<file path="config.mk">
export PLATFORM = sky130hd
export DESIGN_NAME = axi_chan_slice
export DESIGN_NICKNAME = d
export VERILOG_FILES = /design/src/rtl/ariane_axi_pkg.sv /design/src/rtl/axi_slice_reg.sv /design/src/rtl/axi_chan_slice.sv
export SDC_FILE = /design/constraint.sdc
export NUM_CORES = 1
export LEC_CHECK = 0
export BUFFER_PORTS_ARGS = -buffer_cell sky130_fd_sc_hd__buf_2
export CORE_MARGIN = 3
export CORE_UTILIZATION = 31
export DETAILED_ROUTE_END_ITERATION = 16
export SLEW_MARGIN = 20
export SYNTH_ARGS = -nofsm -noshare
export SYNTH_HDL_FRONTEND = slang
export SYNTH_SLANG_ARGS = --single-unit
</file>
<file path="constraint.sdc">
create_clock -name clk_i -period 7.1 [get_ports clk_i]
set_clock_uncertainty 0.15 [all_clocks]
set_input_delay 0.355 -clock clk_i [delete_from_list [all_inputs] [get_ports clk_i]]
set_output_delay 0.355 -clock clk_i [all_outputs]
set_load 0.03 [all_outputs]
</file>
<file path="src/rtl/ariane_axi_pkg.sv">
// ariane_axi: AXI channel payloads, bundled req/resp and the slice mode encoding
package ariane_axi;
  typedef enum logic [1:0] {BYPASS = 2'd0, HALF = 2'd1, FULL = 2'd2} slice_mode_t;
  typedef struct packed {
    logic [3:0]  id;
    logic [63:0] addr;
    logic [7:0]  len;
    logic [2:0]  size;
    logic [1:0]  burst;
  } aw_chan_t;
  typedef struct packed {
    logic [63:0] data;
    logic [7:0]  strb;
    logic        last;
  } w_chan_t;
  typedef struct packed {
    logic [3:0] id;
    logic [1:0] resp;
  } b_chan_t;
  typedef struct packed {
    logic [3:0]  id;
    logic [63:0] addr;
    logic [7:0]  len;
    logic [2:0]  size;
    logic [1:0]  burst;
  } ar_chan_t;
  typedef struct packed {
    logic [3:0]  id;
    logic [63:0] data;
    logic [1:0]  resp;
    logic        last;
  } r_chan_t;
  typedef struct packed {
    aw_chan_t aw;
    logic     aw_valid;
    w_chan_t  w;
    logic     w_valid;
    logic     b_ready;
    ar_chan_t ar;
    logic     ar_valid;
    logic     r_ready;
  } req_t;
  typedef struct packed {
    logic    aw_ready;
    logic    ar_ready;
    logic    w_ready;
    logic    b_valid;
    b_chan_t b;
    logic    r_valid;
    r_chan_t r;
  } resp_t;
endpackage

</file>
<file path="src/rtl/axi_slice_reg.sv">
// axi_slice_reg: one valid/ready register slice, bypass, half (1 entry) or full (2 entry)
module axi_slice_reg
  import ariane_axi::*;
#(
  parameter type         T    = logic,
  parameter int unsigned Mode = 2
) (
  input  logic clk_i,
  input  logic rst_ni,
  input  logic in_valid,
  output logic in_ready,
  input  T     in_data,
  output logic out_valid,
  input  logic out_ready,
  output T     out_data,
  output logic busy
);
  localparam slice_mode_t M = slice_mode_t'(Mode[1:0]);
  if (Mode > 2) begin : g_bad
    $fatal(1, "axi_slice_reg: Mode %0d is not 0, 1 or 2", Mode);
  end
  if (M == BYPASS) begin : g_bypass
    logic unused;
    assign unused    = clk_i ^ rst_ni;
    assign in_ready  = out_ready;
    assign out_valid = in_valid;
    assign out_data  = in_data;
    assign busy      = 1'b0;
  end else if (M == HALF) begin : g_half
    // live holds in-ready low during reset and releases it on the first edge after
    logic live, full;
    T     data;
    assign in_ready  = live & ~full;
    assign out_valid = full;
    assign out_data  = data;
    assign busy      = full;
    always_ff @(posedge clk_i or negedge rst_ni)
      if (!rst_ni) begin
        live <= 1'b0;
        full <= 1'b0;
      end else begin
        live <= 1'b1;
        full <= full ? ~out_ready : in_valid & live;
      end
    always_ff @(posedge clk_i)
      if (in_valid && in_ready) data <= in_data;
  end else begin : g_full
    // main drives the output; skid catches the beat accepted while main stalls
    logic live, mv, sv, push, pop;
    T     md, sd;
    assign in_ready  = live & ~sv;
    assign out_valid = mv;
    assign out_data  = md;
    assign busy      = mv | sv;
    assign push      = in_valid & in_ready;
    assign pop       = mv & out_ready;
    always_ff @(posedge clk_i or negedge rst_ni)
      if (!rst_ni) begin
        live <= 1'b0;
        mv   <= 1'b0;
        sv   <= 1'b0;
      end else begin
        live <= 1'b1;
        mv   <= sv | push | (mv & ~out_ready);
        sv   <= sv ? ~pop : push & mv & ~out_ready;
      end
    always_ff @(posedge clk_i) begin
      if (push && mv && !pop) sd <= in_data;
      if (pop && sv) md <= sd;
      else if (push && (!mv || pop)) md <= in_data;
    end
  end
endmodule

</file>
<file path="src/rtl/axi_chan_slice.sv">
// axi_chan_slice: independent register slices on the five AXI channels
module axi_chan_slice #(
  parameter int unsigned AwMode = 2,
  parameter int unsigned WMode  = 2,
  parameter int unsigned BMode  = 2,
  parameter int unsigned ArMode = 2,
  parameter int unsigned RMode  = 2,
  parameter type aw_chan_t = ariane_axi::aw_chan_t,
  parameter type w_chan_t  = ariane_axi::w_chan_t,
  parameter type b_chan_t  = ariane_axi::b_chan_t,
  parameter type ar_chan_t = ariane_axi::ar_chan_t,
  parameter type r_chan_t  = ariane_axi::r_chan_t,
  parameter type req_t     = ariane_axi::req_t,
  parameter type resp_t    = ariane_axi::resp_t
) (
  input  logic  clk_i,
  input  logic  rst_ni,
  input  req_t  slv_req_i,
  output resp_t slv_resp_o,
  output req_t  mst_req_o,
  input  resp_t mst_resp_i,
  output logic  busy_o
);
  logic [4:0] busy;
  axi_slice_reg #(.T(aw_chan_t), .Mode(AwMode)) i_aw (
    .clk_i, .rst_ni,
    .in_valid(slv_req_i.aw_valid), .in_ready(slv_resp_o.aw_ready), .in_data(slv_req_i.aw),
    .out_valid(mst_req_o.aw_valid), .out_ready(mst_resp_i.aw_ready), .out_data(mst_req_o.aw),
    .busy(busy[0])
  );
  axi_slice_reg #(.T(w_chan_t), .Mode(WMode)) i_w (
    .clk_i, .rst_ni,
    .in_valid(slv_req_i.w_valid), .in_ready(slv_resp_o.w_ready), .in_data(slv_req_i.w),
    .out_valid(mst_req_o.w_valid), .out_ready(mst_resp_i.w_ready), .out_data(mst_req_o.w),
    .busy(busy[1])
  );
  axi_slice_reg #(.T(b_chan_t), .Mode(BMode)) i_b (
    .clk_i, .rst_ni,
    .in_valid(mst_resp_i.b_valid), .in_ready(mst_req_o.b_ready), .in_data(mst_resp_i.b),
    .out_valid(slv_resp_o.b_valid), .out_ready(slv_req_i.b_ready), .out_data(slv_resp_o.b),
    .busy(busy[2])
  );
  axi_slice_reg #(.T(ar_chan_t), .Mode(ArMode)) i_ar (
    .clk_i, .rst_ni,
    .in_valid(slv_req_i.ar_valid), .in_ready(slv_resp_o.ar_ready), .in_data(slv_req_i.ar),
    .out_valid(mst_req_o.ar_valid), .out_ready(mst_resp_i.ar_ready), .out_data(mst_req_o.ar),
    .busy(busy[3])
  );
  axi_slice_reg #(.T(r_chan_t), .Mode(RMode)) i_r (
    .clk_i, .rst_ni,
    .in_valid(mst_resp_i.r_valid), .in_ready(mst_req_o.r_ready), .in_data(mst_resp_i.r),
    .out_valid(slv_resp_o.r_valid), .out_ready(slv_req_i.r_ready), .out_data(slv_resp_o.r),
    .busy(busy[4])
  );
  assign busy_o = |busy;
endmodule
</file>
# Yosys cells after proc, flatten, opt, wreduce, memory -nomap -nowiden
# Index checks and enable logic that the tools add are counted.
# W data, S select, Z words.
dict set report op_classes {
  n_reduce_logical 41
  mux 15
  bitwise_logic 60
}
# op count
set op_table {}
lappend op_table {{$mux W81} 4}
lappend op_table {{$mux W73} 2}
lappend op_table {{$mux W71} 2}
lappend op_table {{$and A1 B1 Y1} 30}
lappend op_table {{$logic_and A1 B1 Y1} 20}
lappend op_table {{$not A1 Y1} 15}
lappend op_table {{$or A1 B1 Y1} 15}
lappend op_table {{$mux W6} 2}
lappend op_table {{$logic_not A1 Y1} 10}
lappend op_table {{$reduce_bool A2 Y1} 5}
lappend op_table {{$logic_or A1 B1 Y1} 5}
lappend op_table {{$mux W1} 5}
lappend op_table {{$reduce_or A5 Y1} 1}
dict set report word_totals {
  elab_cells 165
  in_bits 324
  output_inout_bits 323
  regBits 635
}

# Longest topological paths before layout
# Gate-level depths: netlist (run 1).
dict set report logic_depth {
  word_depth 6
  depth_mapped 3
  depth_no_buf 2
}

# Cells and area by module
# A second synthesis (run 1) with hierarchy kept.
dict set report unflattened {
  hier_cells 1054
  area_unflattened_um2 23481.3
}
# module instances cells_per_inst area_each_um2
set by_module_without_submodules {}
lappend by_module_without_submodules {{axi_slice_reg at i_ar ...} 2 268 6019.5}
lappend by_module_without_submodules {{axi_slice_reg at i_w} 1 243 5489.0}
lappend by_module_without_submodules {{axi_slice_reg at i_r} 1 237 5346.4}
lappend by_module_without_submodules {{axi_slice_reg at i_b} 1 35 594.3}
lappend by_module_without_submodules {axi_chan_slice 1 3 12.5}

# Worst setup path before layout (run 1)
# Ideal clock, no wire load.
dict set report synth_timing {
  path_kind {register to register}
  start {reg i_r.g_full.live (netlist name)}
  end {reg i_aw.g_full.md (netlist bit i_aw.out_data[0]) (enable)}
  setup_slack_ps 10
  setup_ps 620
  n_path_buf 1
  stages_incl_launch_ff 4
  required_time_ps 6330
  t_arrival_ps 6320
  cell_sequence {dfrtp_1 clkbuf_1 a21oi_1 nor3_1}
}
# item line
set synth_lines {}
lappend synth_lines {{end signal: assignment} axi_slice_reg.sv:70} ;# else if (push && (!mv || pop)) md <= in_data;
lappend synth_lines {{end: declaration} axi_slice_reg.sv:50} ;# T md, sd;

==> metrics.csv, run 1 <==
stage;metric;value;unit
sta;achievable clock frequency;377;MHz
logic_synthesis;synthesized net count;1368;
critical_path;maximum fanout along the worst path;73;
logic_synthesis;cell with the most instances after synthesis;sky130_fd_sc_hd__edfxtp_1;
hold_path;worst min-delay path category;in -> async;
pwr;worst ir drop on vdd;0.185;mV
routing;number of DRC markers in iteration 0;694;
floorplan;x dimension of the die;281;um
finish;area grow syn2layout;42.5;%
global_routing;total routing resource utilization after global routing;14.9;%
logic_synthesis;Cell Area, Synth;23400;um^2
critical_path;crit-path max cell delay;810;ps
logic_synthesis;number of warnings reported in the yosys synthesis log;0;
clock_network;number of H-tree levels;3;
placed_design;Detailed Place HPWL;40200;um
logic_synthesis;count of cell types in the netlist;24;
logic_synthesis;mean cell area of the mapped netlist;22.4;um^2
critical_path;type of destination of the critical path;flip-flop;
sta;final number of hold-violating endpoints;0;
global_routing;first-pass GRT wire length;89900;um
routing;detail-routed via count per cell;4.41;
pwr;static power due to leakage;12.6;nW
routing;Routed wire per std cell;19.6;um
pwr;power consumption;10.3;mW
finish;Multi-input gate area;3970;um^2
critical_path;Max stage delay cell, worst path;sky130_fd_sc_hd__dfrtp_1;
clock_network;clock buffers created by TritonCTS;74;
critical_path;chain of cells forming the critical path;nor2b_1 > and3_2 > buf_4;
clock_network;CTS tree;done;
clock_network;Root Driver;sky130_fd_sc_hd__clkbuf_16;
logic_synthesis;number of cells produced by synthesis;1044;
sta;Worst Max-Slew Pin Slew;1060;ps
clock_network;maximum count of clock buffers along a single path;3;
routing;final antenna-violating net count;0;
critical_path;Crit path required time;7160;ps
clock_network;insertion delay of the later-clocked pin in the worst-skew pair;600;ps
sta;shortest period the worst path allows;2660;ps
global_routing;total overflow reported by the global router;0;
global_routing;initial antenna violation count;12;
finish;Sequential cell area;19000;um^2
status;result of the run;complete, no violations;
logic_synthesis;dominant register cell in the synthesized netlist;sky130_fd_sc_hd__edfxtp_1;
floorplan;Std-Cell Core Area;74600;um^2
clock_network;total clock sinks;635;
logic_synthesis;fraction of registers with async set or reset after synthesis;1.73;%
job;number of maximum-capacitance constraint violations;0;
sta;unrepaired setup endpoints after global routing;no;
critical_path;Data arrival, critical path;2720;ps
sta;number of max-slew violations in the final report;0;
sta;Final Cycle Share;37.4;%
routing;count of vias placed by the detailed router;13700;
logic_synthesis;area leader, netlist;sky130_fd_sc_hd__edfxtp_1;
pwr;power density over cell area;308;nW/um^2
floorplan;ports placed on the boundary;647;
finish;fraction of layout instances using a drive strength above 1;50.8;%
routing;Detailed Route WL;60900;um
clock_network;clock-pin slew on the worst setup and hold paths;60;ps
finish;Final nets;2391;
floorplan;standard-cell rows;100;
sta;Worst slew margin;29.4;%
critical_path;Setup crit start kind;flip-flop;
global_routing;pin count of the biggest net entering global routing;82;
logic_synthesis;cells taking the most area after synthesis;sky130_fd_sc_hd__edfxtp_1 (80%), sky130_fd_sc_hd__mux2_2 (14%), sky130_fd_sc_hd__buf_6 (1.3%), sky130_fd_sc_hd__dfrtp_1 (1.2%), sky130_fd_sc_hd__mux2_4 (0.84%);
floorplan;overall die area;78700;um^2
critical_path;category of the critical setup timing path;reg -> reg;
logic_synthesis;post-synthesis sequential area ratio;81.4;%
sta;final sum of negative setup slack;0;ps
placed_design;final weighted congestion in routability-driven placement;0.782;
routing;remaining routing DRC violations;0;
placed_design;count of port buffers added during placement;646;
logic_synthesis;number of enable flip-flop cells after synthesis;624;
routing;first-pass iteration count of the detailed router;4;
finish;Filler Cell Count;6480;
global_routing;via count of the first global-routing pass;14900;
logic_synthesis;count of state elements after synthesis;635;
logic_synthesis;Yosys top cell area share;80.2;%
floorplan;die extent in y;281;um
sta;setup violators final;0;
logic_synthesis;list of most frequent post-synthesis cells;sky130_fd_sc_hd__edfxtp_1 (624), sky130_fd_sc_hd__mux2_2 (284), sky130_fd_sc_hd__buf_6 (26);
floorplan;Initial Utilization;31.3;%
## flip-flops by register name, summed over array words and instances (netlist names), 71 cells and up
name,cells
i_aw.out_data,81
i_aw.g_full.sd,81
i_r.out_data,71
i_ar.g_full.sd,81
i_w.g_full.sd,73
i_w.out_data,73
i_ar.out_data,81
i_r.g_full.sd,71
## worst max-delay path, delay by kind of cell, from the launching register on
family	cells	cell delay, ps
flops	1	810
buf+inv	1	780
simple gates	2	440
## layout make-up
class / count / area share (%)
multi-input cells: 368 / 11.9
repair buffers: 988 / 20.1
diodes: 10 / 0.0752
well taps: 969 / 3.64
flip-flops and latches: 635 / 57.1
clock buffers: 87 / 5.71
clock inverters: 46 / 1.47
## power breakdown
part	leakage, nW	internal (mW)	switching, mW	total, mW
Combinational	5.52	0.605	1.18	1.78
Clock	1.16	2.17	1.56	3.74
Sequential	5.90	4.62	0.124	4.74
Total	12.6	7.40	2.87	10.3
## cell families (layout without fill, tap and decap cells)
group / after synthesis / after routing / synth area share (%)
DFF: 635 / 635 / 81.4
other: 1 / 11 / 0.0161
buffers and inverters: 41 / 1121 / 1.77
muxes: 312 / 312 / 15.2
AOI/OAI and AO/OA: 15 / 15 / 0.348
and+or+nand+nor: 40 / 40 / 1.22
## stage by stage
| step | area [um^2] | worst slack [ps] | util, % | cells | hold slack (ps) |
|---|---|---|---|---|---|
| after global routing | 33300 | 4240 | 44.6 | 3098 | 87.2 |
| after floorplan | 23400 | 10.4 | - | 1044 | -90.6 |
| after global placement | 27500 | 4340 | 36.9 | 2629 | 163 |
| after CTS | 33200 | 4210 | 44.5 | 3090 | 56.7 |
| final | 33300 | 4440 | 44.6 | 3103 | 83.3 |
| after detailed placement | 27500 | 4320 | 36.9 | 2629 | 168 |
## worst paths after layout
| check | from | end | slack [ps] | depth (start not counted) |
|---|---|---|---|---|
| max in group asynchronous | rst_ni | i_r.out_valid | 6410 | 2 |
| worst max register to register | i_r.g_full.live | i_w.g_full.sd[20] | 4440 | 3 |
| worst min register to register | i_r.g_full.sd[42] | i_r.out_data[42] | 370 | 1 |
| worst min-delay path | rst_ni | i_aw.out_valid | 80 | 2 |
| min in group clk_i | slv_req_i[228] | i_aw.g_full.sd[69] | 320 | 2 |
| worst max-delay path | i_r.g_full.live | i_w.g_full.sd[20] | 4440 | 3 |
## placed cells by master (no fill, tap or decap), types with 2 or more instances in the layout
cell type                         n
sky130_fd_sc_hd__buf_4            8
sky130_fd_sc_hd__clkbuf_16       74
sky130_fd_sc_hd__buf_16           2
sky130_fd_sc_hd__edfxtp_1       624
sky130_fd_sc_hd__buf_2          646
sky130_fd_sc_hd__diode_2         10
sky130_fd_sc_hd__clkinv_1        11
sky130_fd_sc_hd__bufinv_16        6
sky130_fd_sc_hd__mux2_2         284
sky130_fd_sc_hd__mux2_1          15
sky130_fd_sc_hd__mux2_4          13
sky130_fd_sc_hd__nand2b_1         5
sky130_fd_sc_hd__nor2b_1         12
sky130_fd_sc_hd__clkinv_2        11
sky130_fd_sc_hd__nor4_1           2
sky130_fd_sc_hd__inv_16           3
sky130_fd_sc_hd__clkinvlp_4       5
sky130_fd_sc_hd__dfrtp_1         11
sky130_fd_sc_hd__a31oi_1          5
sky130_fd_sc_hd__nand3_4          4
sky130_fd_sc_hd__nand2_1          2
sky130_fd_sc_hd__inv_6            6
sky130_fd_sc_hd__clkbuf_1        13
sky130_fd_sc_hd__buf_6            3
sky130_fd_sc_hd__nand3_1          2
sky130_fd_sc_hd__and3_4           2
sky130_fd_sc_hd__dlygate4sd3_1  328
sky130_fd_sc_hd__a21oi_1         10
sky130_fd_sc_hd__nor3_2           5
sky130_fd_sc_hd__inv_8            2
## metal layers
layer	vias up	track usage (%)	wire length, um	share of wire [%]
met1	6774	17.4	23900	39
met5	-	0	24	0.039
met2	520	24.9	30000	49
met3	137	5.25	4880	8.0
li1	6240	-	-	-
met4	4	6.11	2160	3.5
## timing repair
item,in CTS,in global routing
resized for setup,0,0
endpoints found under the hold margin,645,0
setup buffers,0,0
hold buffers,328,0
No activity file was read; power rests on OpenSTA's default activity.
==> inputs of run 2 (changes only) <==
==> constraint.sdc (replaced) <==
create_clock -name clk_i -period 2.35 [get_ports clk_i]
set_clock_uncertainty 0.15 [all_clocks]
set_input_delay 0.1175 -clock clk_i [delete_from_list [all_inputs] [get_ports clk_i]]
set_output_delay 0.1175 -clock clk_i [all_outputs]
set_load 0.03 [all_outputs]
==> run 2 against run 1 <==
Critical path depth unchanged; setup slack got worse by 4300 ps; core utilization increased by 0.34 points; largest cell class unchanged.
==> metrics.csv, run 2 (synthesis gave the netlist of run 1 again) <==
stage;metric;value;unit
floorplan;overall die area;78700;um^2
critical_path;worst setup path start;i_b.g_full.sv;
global_routing;first-pass GRT wire length;87900;um
global_routing;initial antenna violation count;6;
placed_design;post-placement setup slack;96.6;ps
critical_path;Max stage delay cell, worst path;sky130_fd_sc_hd__nor4_4;
sta;setup violators final;0;
finish;fraction of layout instances using a drive strength above 1;51.5;%
pwr;worst ir drop on vdd;0.645;mV
global_routing;GR Layer Usage met3;4.85;%
global_routing;met2 Resource Use GR;24.7;%
clock_network;insertion delay of the later-clocked pin in the worst-skew pair;600;ps
critical_path;Setup crit start kind;flip-flop;
sta;final number of hold-violating endpoints;0;
pwr;power consumption;30.4;mW
critical_path;crit-path max cell delay;460;ps
critical_path;type of destination of the critical path;primary output;
routing;detail-routed via count per cell;4.39;
sta;final hold slack;85.7;ps
placed_design;Detailed Place HPWL;39100;um
status;result of the run;complete, no violations;
pwr;static power due to leakage;12.7;nW
placed_design;# placed instances;2651;
hold_path;worst min-delay path category;in -> reg;
sta;Worst Max-Slew Pin Slew;813;ps
critical_path;internal reg-to-reg setup slack;350;ps
clock_network;CTS tree;done;
routing;count of vias placed by the detailed router;13600;
sta;unrepaired setup endpoints after global routing;no;
routing;remaining routing DRC violations;0;
critical_path;Top delay family on crit path;simple AND/OR/NAND/NOR gates;
sta;smallest setup slack after layout;176;ps
clock_network;clock-pin slew on the worst setup and hold paths;60;ps
sta;Worst slew margin;45.6;%
critical_path;Crit path required time;2080;ps
pwr;Switch Pwr;8.45;mW
sta;shortest period the worst path allows;2170;ps
clock_network;number of H-tree levels;3;
critical_path;category of the critical setup timing path;reg -> out;
critical_path;Buf/Inv on CP;1;
finish;Final nets;2408;
pwr;switch share;27.8;%
routing;Routed wire per std cell;18.8;um
sta;Final Cycle Share;92.5;%
floorplan;x dimension of the die;281;um
global_routing;GRT busiest layer;met2;
floorplan;Std-Cell Core Area;74600;um^2
critical_path;reg2reg path depth;4;
pwr;part of the total power dissipated in the clock network;34.6;%
sta;number of max-slew violations in the final report;0;
floorplan;Initial Utilization;31.3;%
critical_path;R2R Path End;i_aw.out_data[19];
critical_path;Data arrival, critical path;1910;ps
global_routing;via count of the first global-routing pass;14900;
clock_network;Root Driver;sky130_fd_sc_hd__clkbuf_16;
finish;leading cell types in the layout, fill and taps excluded;sky130_fd_sc_hd__buf_2 (645), sky130_fd_sc_hd__edfxtp_1 (624), sky130_fd_sc_hd__dlygate4sd3_1 (329);
pwr;power density over cell area;907;nW/um^2
finish;area grow syn2layout;43.6;%
pwr;Internal Pwr Total;22.0;mW
pwr;share of power burned in combinational logic;18.4;%
critical_path;chain of cells forming the critical path;nor4_4 > nand3_1 > buf_4;
floorplan;die extent in y;281;um
global_routing;total routing resource utilization after global routing;14.5;%
finish;core utilization of the finished layout;45.0;%
routing;first-pass iteration count of the detailed router;5;
sta;achievable clock frequency;460;MHz
finish;non-filler instance count after layout;3111;
global_routing;total overflow reported by the global router;0;
critical_path;endpoint of the most critical setup path;busy_o;
routing;Detailed Route WL;58600;um
floorplan;standard-cell rows;100;
job;number of maximum-capacitance constraint violations;0;
finish;most common cell after layout, fill and taps aside;sky130_fd_sc_hd__buf_2;
critical_path;startpoint of the lowest-slack register-to-register path;i_aw.out_valid;
critical_path;number of cells on the critical path;3;
placed_design;count of port buffers added during placement;646;
clock_network;maximum count of clock buffers along a single path;3;
routing;number of DRC markers in iteration 0;737;
critical_path;maximum fanout along the worst path;6;
global_routing;fraction of met1 tracks used by global routing;17.0;%
global_routing;pin count of the biggest net entering global routing;82;
clock_network;total clock sinks;635;
placed_design;final weighted congestion in routability-driven placement;0.777;
routing;final antenna-violating net count;0;
pwr;share of power burned in registers;47.0;%
floorplan;ports placed on the boundary;647;
clock_network;clock buffers created by TritonCTS;69;
[run 2: cell count changes in the layout (fill, tap and decap cells not counted), sizes merged]
cell | previous run | this run
clkinvlp | 5 | 2
buf | 660 | 681
inv | 11 | 4
clkbuf | 87 | 89
bufinv | 6 | 4
dlygate4sd3 | 328 | 329
clkinv | 24 | 26
diode | 10 | 4
[run 2: metrics by stage]
step | TNS [ps] | cell area (um^2)
floorplan | -209150 | 23500
global placement | 0 | 28000
detailed placement | 0 | 28000
CTS | 0 | 33500
global route | 0 | 33500
finish | 0 | 33500
[run 2: metal layers]
layer,vias up,wire length (um)
met5,-,25
met4,4,1760
met3,115,4340
met2,461,29800
met1,6814,22600
li1,6255,-
[run 2: repair_timing]
item	CTS	global route
endpoints found under the hold margin	777	0
hold buffers	329	0
gates resized for setup	6	0
buffers inserted	3	0
endpoints found under the setup margin	1	0
[run 2: final cells by class]
class / instances / area, um^2
fillers: 6419 / 41000
flip-flops and latches: 635 / 19000
repair buffers: 1010 / 7040
multi-input cells: 368 / 4080
clock buffers: 89 / 1830
well taps: 969 / 1210
clock inverters: 36 / 347
diodes: 4 / 10.0
[run 2: worst min-delay path by stage]
stage	slack [ps]	from	depth (start not counted)	endpoint
6_report	90	slv_req_i[65]	2	i_ar.g_full.sd[63]
3_5_place_dp	-70	rst_ni	1	i_r.g_full.sv
5_1_grt	50	slv_req_i[197]	2	i_aw.g_full.sd[38]
4_1_cts	20	slv_req_i[187]	2	i_aw.g_full.sd[28]
2_1_floorplan	-330	rst_ni	0	i_ar.g_full.sv
3_3_place_gp	-70	rst_ni	1	i_r.g_full.sv
[run 2: power groups by stage]
stage               clock [mW]  combinational, mW  sequential, mW
floorplan                    0               1.62            16.2
global placement             0               5.06            14.5
detailed placement           0               5.14            14.6
CTS                       10.9               5.68            14.3
global route              11.3               5.93            14.4
finish                    10.5               5.60            14.3
==> inputs of run 3 (changes only) <==
--- a/config.mk
+++ b/config.mk
@@ -12,4 +12,5 @@
 export SLEW_MARGIN = 20
 export SYNTH_ARGS = -nofsm -noshare
 export SYNTH_HDL_FRONTEND = slang
+export SYNTH_HIERARCHICAL = 1
 export SYNTH_SLANG_ARGS = --single-unit
==> run 3 against run 2 <==
Total power fell by 0.42%; die area rose by 0.51%; critical endpoint unchanged; non-clock buffer count is 10 lower; via count up 0.99%; fmax grew 0.13%; global-route usage hardly changed; critical path type unchanged; critical path depth rose by 1; register-to-register slack better by 100 ps; area after synthesis increased by 0.52%; cell count rose by 0.13%; setup slack gained 2.8 ps; clock power hardly changed.
==> metrics.csv, run 3 <==
stage;metric;value;unit
critical_path;crit-path max cell delay;460;ps
logic_synthesis;Yosys top cell area share;79.8;%
critical_path;Data arrival, critical path;1900;ps
sta;final sum of negative setup slack;0;ps
sta;final hold slack;101;ps
finish;area grow syn2layout;42.8;%
finish;leading cell types in the layout, fill and taps excluded;sky130_fd_sc_hd__buf_2 (646), sky130_fd_sc_hd__edfxtp_1 (624), sky130_fd_sc_hd__dlygate4sd3_1 (329);
logic_synthesis;synthesized net count;1378;
logic_synthesis;post-synthesis sequential area ratio;81.4;%
global_routing;initial antenna violation count;4;
hold_path;number of instances on the worst hold path;2;
floorplan;Initial Utilization;31.4;%
logic_synthesis;number of enable flip-flop cells after synthesis;624;
sta;unrepaired setup endpoints after global routing;no;
sta;setup violators final;0;
critical_path;Buf/Inv on CP;1;
finish;Final nets;2419;
clock_network;insertion delay of the later-clocked pin in the worst-skew pair;580;ps
floorplan;die extent in y;281;um
finish;most common cell after layout, fill and taps aside;sky130_fd_sc_hd__buf_2;
logic_synthesis;dominant register cell in the synthesized netlist;sky130_fd_sc_hd__edfxtp_1;
logic_synthesis;count of state elements after synthesis;639;
logic_synthesis;Cell Area, Synth;23500;um^2
sta;Worst slew margin;65.4;%
sta;final number of hold-violating endpoints;0;
pwr;power consumption;30.3;mW
finish;core utilization of the finished layout;44.9;%
logic_synthesis;list of most frequent post-synthesis cells;sky130_fd_sc_hd__edfxtp_1 (624), sky130_fd_sc_hd__mux2_2 (286), sky130_fd_sc_hd__dfrtp_1 (15);
global_routing;pin count of the biggest net entering global routing;82;
finish;fraction of layout instances using a drive strength above 1;51.0;%
logic_synthesis;cell with the most instances after synthesis;sky130_fd_sc_hd__edfxtp_1;
clock_network;Root Driver;sky130_fd_sc_hd__clkbuf_16;
hold_path;worst min-delay path category;in -> reg;
clock_network;total clock sinks;639;
clock_network;CTS tree;done;
routing;final antenna-violating net count;0;
placed_design;Detailed Place HPWL;39100;um
critical_path;chain of cells forming the critical path;or2_2 > nor2_4 > nand2_1 > buf_2;
logic_synthesis;number of warnings reported in the yosys synthesis log;6;
clock_network;clock-pin slew on the worst setup and hold paths;60;ps
routing;count of vias placed by the detailed router;13800;
clock_network;maximum count of clock buffers along a single path;3;
critical_path;reg2reg path depth;3;
finish;Multi-input gate area;4150;um^2
routing;Detailed Route WL;59500;um
critical_path;number of cells on the critical path;4;
routing;first-pass iteration count of the detailed router;4;
critical_path;Setup crit start kind;flip-flop;
routing;number of DRC markers in iteration 0;573;
placed_design;# placed instances;2663;
critical_path;type of destination of the critical path;primary output;
clock_network;number of H-tree levels;3;
clock_network;clock buffers created by TritonCTS;69;
logic_synthesis;area leader, netlist;sky130_fd_sc_hd__edfxtp_1;
floorplan;ports placed on the boundary;647;
logic_synthesis;cells taking the most area after synthesis;sky130_fd_sc_hd__edfxtp_1 (80%), sky130_fd_sc_hd__mux2_2 (14%), sky130_fd_sc_hd__dfrtp_1 (1.6%), sky130_fd_sc_hd__clkbuf_8 (0.82%), sky130_fd_sc_hd__mux2_4 (0.77%);
logic_synthesis;fraction of registers with async set or reset after synthesis;2.35;%
critical_path;category of the critical setup timing path;reg -> out;
global_routing;total routing resource utilization after global routing;14.5;%
floorplan;Std-Cell Core Area;74700;um^2
sta;shortest period the worst path allows;2170;ps
placed_design;count of port buffers added during placement;646;
critical_path;Crit path required time;2080;ps
routing;Routed wire per std cell;19.1;um
finish;Sequential cell area;19100;um^2
logic_synthesis;mean cell area of the mapped netlist;22.3;um^2
routing;detail-routed via count per cell;4.43;
global_routing;via count of the first global-routing pass;14800;
sta;number of max-slew violations in the final report;0;
floorplan;standard-cell rows;100;
floorplan;overall die area;79100;um^2
pwr;power density over cell area;904;nW/um^2
sta;Final Cycle Share;92.4;%
floorplan;x dimension of the die;281;um
job;number of maximum-capacitance constraint violations;0;
global_routing;first-pass GRT wire length;88300;um
global_routing;total overflow reported by the global router;0;
pwr;static power due to leakage;12.7;nW
finish;Filler Cell Count;6432;
status;result of the run;complete, no violations;
finish;non-filler instance count after layout;3115;
logic_synthesis;number of cells produced by synthesis;1054;
sta;Worst Max-Slew Pin Slew;519;ps
critical_path;maximum fanout along the worst path;7;
logic_synthesis;count of cell types in the netlist;21;
pwr;worst ir drop on vdd;0.606;mV
critical_path;Max stage delay cell, worst path;sky130_fd_sc_hd__dfrtp_2;
routing;remaining routing DRC violations;0;
clock_network;setup bufs post-CTS;0;
placed_design;final weighted congestion in routability-driven placement;0.806;
critical_path;Top delay family on crit path;simple AND/OR/NAND/NOR gates;
sta;achievable clock frequency;461;MHz
==> run 3: changes by cell type in the layout (fill, tap and decap cells not counted), moves of 5 or more <==
cell and change:
sky130_fd_sc_hd__nand2_1 +10, sky130_fd_sc_hd__clkbuf_1 -7, sky130_fd_sc_hd__buf_4 -6, sky130_fd_sc_hd__buf_12 -5
sky130_fd_sc_hd__clkinv_1 +5, sky130_fd_sc_hd__or2_2 +5
==> run 3: layer usage <==
| layer | vias to the layer above | global-route usage, % | part of all wire (%) |
|---|---|---|---|
| met5 | - | 0 | 0.022 |
| met4 | 2 | 5.77 | 3.4 |
| met3 | 120 | 4.44 | 7.4 |
| met2 | 522 | 24.9 | 50 |
| met1 | 6846 | 16.9 | 39 |
| li1 | 6294 | - | - |
==> run 3: metrics by stage <==
| step | setup slack (ps) | instance area [um^2] |
|---|---|---|
| after floorplan | -954 | 23600 |
| after global placement | 493 | 28100 |
| after detailed placement | 489 | 28100 |
| after CTS | 58.2 | 33500 |
| after global routing | 32.6 | 33500 |
| final | 179 | 33500 |
==> run 3: final timing paths <==
| path | from | endpoint | slack (ps) |
|---|---|---|---|
| max in group asynchronous | rst_ni | i_r/out_valid | 1380 |
| worst min register to register | i_aw/g_full.sd[9] | i_aw/out_data[9] | 380 |
| worst max register to register | i_aw/g_full.sv | i_aw/out_data[4] | 450 |
| worst min-delay path | slv_req_i[225] | i_aw/g_full.sd[66] | 100 |
| min in group asynchronous | rst_ni | i_ar/g_full.live | 500 |
| worst max-delay path | i_ar/g_full.sv | busy_o | 180 |
==> run 3: cells by family (layout without fill, tap and decap cells) <==
group	count (synthesis)	in the layout	synth area share, %
DFF	639	639	81.4
buffers and inverters	30	1121	1.49
muxes	312	312	15.2
and+or+nand+nor	53	53	1.53
AOI/OAI and AO/OA	15	15	0.346
other	5	6	0.0799
==> run 3: report_power, final <==
group	total, mW	internal, mW	switching, mW
logic	5.53	1.95	3.57
registers	14.4	14.0	0.400
clock network	10.4	5.97	4.39
total	30.3	21.9	8.36
==> run 3: repair_timing <==
| item | in CTS | in global routing |
|---|---|---|
| hold endpoints to repair | 669 | 0 |
| hold buffers | 330 | 0 |
| endpoints found under the setup margin | 1 | 0 |
| resized for setup | 2 | 0 |
==> run 3: worst register-to-register path, delay by kind of cell, from the launching register on <==
kind,cells,cell delay [ps]
simple gates,2,400
flops,1,470
buf+inv,1,380
==> run 3: area by class of cell <==
class,instances,area share (%)
sequential,639,57.0
antenna,1,0.00746
multi-input combinational,385,12.4
clock inverter,39,0.952
timing repair buffer,1000,20.6
tap,969,3.62
clock buffer,82,5.42
